## src/rtl/phase_shift_dps_ctrl.sv

```systemverilog
// Dynamic phase-shift controller: paces PSEN/PSINCDEC steps with a fixed PSDONE
// latency, keeps a saturating signed step count and converts it to millidegrees.
module phase_shift_dps_ctrl #(
  parameter int DONE_LATENCY  = 12,
  parameter int MAX_STEPS     = 1023,
  parameter int CLKOUT_DIVIDE = 1
) (
  input  logic               clk,
  input  logic               rst_n,
  input  logic               LOCKED,
  input  logic               PSEN,
  input  logic               PSINCDEC,
  output logic               PSDONE,
  output logic               busy,
  output logic               ps_err,
  output logic signed [31:0] shift_steps,
  output logic signed [31:0] shift_deg_1000,
  output logic [1:0]         dbg_state
);

  typedef enum logic [1:0] {
    ST_IDLE = 2'd0,
    ST_WAIT = 2'd1,
    ST_DONE = 2'd2
  } state_t;

  // cnt holds the number of WAIT edges still to pass before the DONE edge,
  // so PSDONE lands exactly DONE_LATENCY edges after the accepting edge.
  localparam logic [7:0]         CNT_LOAD = 8'(DONE_LATENCY - 1);
  localparam logic signed [31:0] MAX_S    = 32'(MAX_STEPS);
  localparam logic signed [63:0] DENOM    = 64'(7 * CLKOUT_DIVIDE);
  localparam logic signed [63:0] NUMER    = 64'sd45000;

  state_t             state, state_next;
  logic [7:0]         cnt, cnt_next;
  logic               dir, dir_next;
  logic               psdone_next, busy_next, err_next;
  logic signed [31:0] steps_next, step_val;
  logic signed [63:0] deg_prod;

  // Saturating +/-1 on the current count; at the limit the count simply holds.
  always_comb begin
    step_val = shift_steps;
    if (dir) begin
      if (shift_steps < MAX_S) step_val = shift_steps + 32'sd1;
    end else begin
      if (shift_steps > -MAX_S) step_val = shift_steps - 32'sd1;
    end
  end

  always_comb begin
    state_next  = state;
    cnt_next    = cnt;
    dir_next    = dir;
    psdone_next = 1'b0;
    busy_next   = busy;
    err_next    = ps_err;
    steps_next  = shift_steps;
    case (state)
      ST_IDLE: begin
        if (PSEN) begin
          if (LOCKED) begin
            state_next = ST_WAIT;
            dir_next   = PSINCDEC;
            cnt_next   = CNT_LOAD;
            busy_next  = 1'b1;
          end else begin
            err_next = 1'b1;
          end
        end
      end
      ST_WAIT: begin
        if (PSEN) err_next = 1'b1;
        if (!LOCKED) begin
          state_next = ST_IDLE;
          busy_next  = 1'b0;
        end else if (cnt == 8'd0) begin
          state_next  = ST_DONE;
          psdone_next = 1'b1;
          steps_next  = step_val;
        end else begin
          cnt_next = cnt - 8'd1;
        end
      end
      ST_DONE: begin
        // Leaving DONE is the earliest point a new request may be taken.
        if (PSEN && LOCKED) begin
          state_next = ST_WAIT;
          dir_next   = PSINCDEC;
          cnt_next   = CNT_LOAD;
          busy_next  = 1'b1;
        end else begin
          state_next = ST_IDLE;
          busy_next  = 1'b0;
          if (PSEN) err_next = 1'b1;
        end
      end
      default: begin
        state_next = ST_IDLE;
        busy_next  = 1'b0;
      end
    endcase
  end

  always_ff @(posedge clk or negedge rst_n) begin
    if (!rst_n) begin
      state       <= ST_IDLE;
      cnt         <= 8'd0;
      dir         <= 1'b0;
      PSDONE      <= 1'b0;
      busy        <= 1'b0;
      ps_err      <= 1'b0;
      shift_steps <= 32'sd0;
    end else begin
      state       <= state_next;
      cnt         <= cnt_next;
      dir         <= dir_next;
      PSDONE      <= psdone_next;
      busy        <= busy_next;
      ps_err      <= err_next;
      shift_steps <= steps_next;
    end
  end

  // steps * 360000 / (56 * DIV) reduced to steps * 45000 / (7 * DIV); signed
  // division truncates toward zero.
  assign deg_prod       = 64'(shift_steps) * NUMER;
  assign shift_deg_1000 = 32'(deg_prod / DENOM);
  assign dbg_state      = state;

endmodule

```

## config.mk

```make
export PLATFORM = sky130hd
export DESIGN_NAME = phase_shift_dps_ctrl
export DESIGN_NICKNAME = d
export VERILOG_FILES = /design/src/rtl/phase_shift_dps_ctrl.sv
export SDC_FILE = /design/constraint.sdc
export NUM_CORES = 1
export LEC_CHECK = 0
export CELL_PAD_IN_SITES_DETAIL_PLACEMENT = 1
export CELL_PAD_IN_SITES_GLOBAL_PLACEMENT = 1
export CORE_AREA = 2 2 262 264
export DETAILED_ROUTE_END_ITERATION = 10
export DIE_AREA = 0 0 264 266
export HOLD_SLACK_MARGIN = 0.12
export MAX_ROUTING_LAYER = met4
export PLACE_DENSITY_LB_ADDON = 0.1
export SLEW_MARGIN = 25
export SYNTH_ARGS = -nofsm -noshare
export SYNTH_HDL_FRONTEND = slang
export SYNTH_SLANG_ARGS = --single-unit
```

## constraint.sdc

```tcl
create_clock -name clk -period 41.5 [get_ports clk]
set_input_delay 12.45 -clock clk [delete_from_list [all_inputs] [get_ports clk]]
set_output_delay 12.45 -clock clk [all_outputs]
set_load 0.005 [all_outputs]
```

==> results by group <==
Route
  • Routed length per instance: 22.01 um
  • Number of nets still failing antenna checks after routing: 0
  • DRC violations left: 0
  • Sum of routed wire length over all layers: 84430 um
  • DR vias: 22450
  • Via-per-instance ratio: 5.852
  • DR iter-0 viols: 1381
  • DRT Pass-1 Iters: 5

Clock tree
  • Clock-pin slew on the worst setup and hold paths: 0.08 ns
  • CTS H-Tree Depth: 2
  • Clk buf depth: 2
  • Number of clock sinks seen by CTS: 46
  • CTS buffer count: 5
  • Cell at the root of the clock tree: sky130_fd_sc_hd__clkbuf_16
  • TritonCTS clock tree: built
  • Clock latency at the later pin of the worst-skew pair: 0.32 ns
  • Post-cts hold buffer count: 0

STA
  • Highest achievable clock rate: 25.04 MHz
  • Crit share post-route: 96.22%
  • Max Transition Viols Final: 0
  • Relative slew slack: 30.99%
  • Clock skew: 0.01460 ns
  • Worst Tran Pin Value: 1.028 ns
  • Total negative setup slack: 0 ns
  • Setup-violating endpoint count in the final report: 0
  • WHS: 0.4777 ns
  • Min cycle time layout: 39.93 ns
  • Final Hold Viols: 0

Finish
  • Number of diodes added for antenna fixing: 0
  • Area of combinational cells with multiple inputs: 0.02066 mm^2
  • Area delta synth->final: 10.29%
  • Filler cell count in the final layout: 8230
  • Sequential cell area in the final layout: 0.001164 mm^2
  • Layout Nets: 3439
  • Non-Filler Instances: 3836
  • Fraction of final layout cells sized beyond drive strength 1: 7.989%
  • Final design instance area without fill: 0.02576 mm^2
  • Most frequent cells in the layout: sky130_fd_sc_hd__inv_1 (432), sky130_fd_sc_hd__ha_1 (254), sky130_fd_sc_hd__fa_1 (225)
  • Leading cell type in the layout, fill and taps excluded: sky130_fd_sc_hd__inv_1

Die
  • Die area: 0.07022 mm^2
  • Starting density of the core: 34.48%
  • Floorplan core area: 0.06775 mm^2
  • Number of rows in the core area: 96
  • Die height: 266 um
  • Top Ports: 74
  • Die span in x: 264 um

Synth
  • Synthesized netlist net count: 3401
  • Cell count after synthesis: 2915
  • Fraction of registers with async set or reset after synthesis: 100.0%
  • Dominant register cell in the synthesized netlist: sky130_fd_sc_hd__dfrtp_1
  • Count of flip-flops with a built-in enable after synthesis: 0
  • #FFs+latches synth: 46
  • Number of warning messages in the yosys log: 0
  • Synthesized area: 0.02336 mm^2
  • Sequential share of the synthesized area: 4.928%
  • Synthesized area per cell: 8.014 um^2
  • Number of distinct library cells after synthesis: 126

Run status
  • Outcome: finished, final reports clean

Worst setup path
  • Most prevalent standard cell on the critical path: sky130_fd_sc_hd__fa_1
  • Slowest cell on the critical path: sky130_fd_sc_hd__fa_1
  • Worst EP arrival: 27.48 ns
  • Critical path endpoint category: output port
  • Highest cell delay on the worst timing path: 0.58 ns
  • Worst-path fanout max: 17
  • Critical Setup Path Class: reg -> out
  • Required time worst endpoint: 29.05 ns
  • Crit start category: flop

Global routing
  • Number of global-route vias before repair: 23720
  • Wire length of the first global-routing pass: 135800 um
  • GRT overflow: 0
  • Total global routing track utilization: 24.68%
  • Pin count of the biggest net entering global routing: 47
  • Antenna violations before repair: 0

Hold path
  • Kind of path behind the tightest hold check: reg -> reg

Placed design
  • Routability-driven placement congestion ratio: 0.9187
  • Count of placed standard cells including taps: 3817
  • Count of input and output buffers: 73
  • DP HPWL: 71060 um
  • Dpl cell area: 0.02512 mm^2

Run
  • Max-capacitance violation count: 0
[per-stage QoR]
step / utilization, % / worst slack [ns]
after floorplan: - / 5.962
after global placement: 37.05 / 0.3368
after detailed placement: 37.08 / -0.4088
after CTS: 37.32 / 0.07780
after global routing: 38.03 / -0.04461
final: 38.03 / 1.567
[final cells by class]
cell class / instances / area share (%)
Clock buffer: 5 / 0.4856
Sequential cell: 46 / 4.516
Timing Repair Buffer: 116 / 4.118
Inverter: 433 / 6.323
Multi-Input combinational cell: 2351 / 80.17
Tap cell: 882 / 4.283
Clock inverter: 3 / 0.1020
[logic make-up (layout without fill, tap and decap cells)]
| kind of cell | after synthesis | after routing | synth area share [%] |
|---|---|---|---|
| AOI/OAI and AO/OA | 854 | 854 | 26.87 |
| DFF | 46 | 46 | 4.928 |
| muxes | 31 | 31 | 1.425 |
| adders and majority gates | 485 | 485 | 33.17 |
| xor gates and xnor gates | 173 | 173 | 6.486 |
| buffers and inverters | 518 | 557 | 8.522 |
| and+or+nand+nor | 808 | 808 | 18.60 |
[worst max-delay path, delay by kind of cell (launching register included)]
family | cells | cell delay, ns
AO/OA/AOI/OAI | 43 | 12.36
multiplexers | 1 | 0.43
XOR/XNOR | 1 | 0.17
flip-flops | 1 | 0.56
buffers and inverters | 9 | 1.61
adder cells (fa/ha/maj) | 10 | 4.47
AND/OR/NAND/NOR | 25 | 7.47
[state kept, by name, indices dropped and copies added, names as in the netlist]
signal / cells
busy: 1
ps_err: 1
dbg_state: 2
shift_steps: 32
cnt: 8
dir: 1
PSDONE: 1
[synth_stat cells, types with 46 or more instances]
| master | n | share of area, % |
|---|---|---|
| sky130_fd_sc_hd__clkbuf_1 | 54 | 0.87 |
| sky130_fd_sc_hd__o21ai_0 | 138 | 3.0 |
| sky130_fd_sc_hd__inv_1 | 433 | 7.0 |
| sky130_fd_sc_hd__nor3_1 | 75 | 1.6 |
| sky130_fd_sc_hd__a21oi_1 | 160 | 3.4 |
| sky130_fd_sc_hd__fa_1 | 225 | 19 |
| sky130_fd_sc_hd__xor2_1 | 52 | 1.9 |
| sky130_fd_sc_hd__nor2_1 | 156 | 2.5 |
| sky130_fd_sc_hd__xnor2_1 | 121 | 4.5 |
| sky130_fd_sc_hd__dfrtp_1 | 46 | 4.9 |
| sky130_fd_sc_hd__nand2_1 | 182 | 2.9 |
| sky130_fd_sc_hd__nand3_1 | 87 | 1.9 |
| sky130_fd_sc_hd__ha_1 | 256 | 14 |
[final timing paths]
kind | startpoint | endpoint | slack, ns | depth (start not counted)
worst max-delay path | shift_steps[6] | shift_deg_1000[30] | 1.57 | 89
worst min-delay path | cnt[0] | cnt[0] | 0.48 | 1
worst min register to register | cnt[0] | cnt[0] | 0.48 | 1
worst max register to register | dir | shift_steps[31] | 34.59 | 35
max in group asynchronous | rst_n | shift_steps[1] | 28.69 | 2
min in group asynchronous | rst_n | busy | 12.26 | 2
[timing repair]
| item | CTS | global route |
|---|---|---|
| setup endpoints to repair | 15 | 32 |
| pin swaps | 0 | 6 |
| buffers inserted | 0 | 11 |
| resized for setup | 5 | 73 |
[routing by layer]
layer / part of all wire (%) / up-vias / GRT usage (%)
li1: - / 10590 / -
met1: 47 / 11450 / 32.58
met2: 49 / 357 / 42.67
met3: 2.3 / 56 / 1.201
met4: 1.4 / 0 / 3.808
met5: 0 / - / -
Power is not shown: default switching activity piles up to over one toggle a cycle in this logic, so the estimate is an artifact.
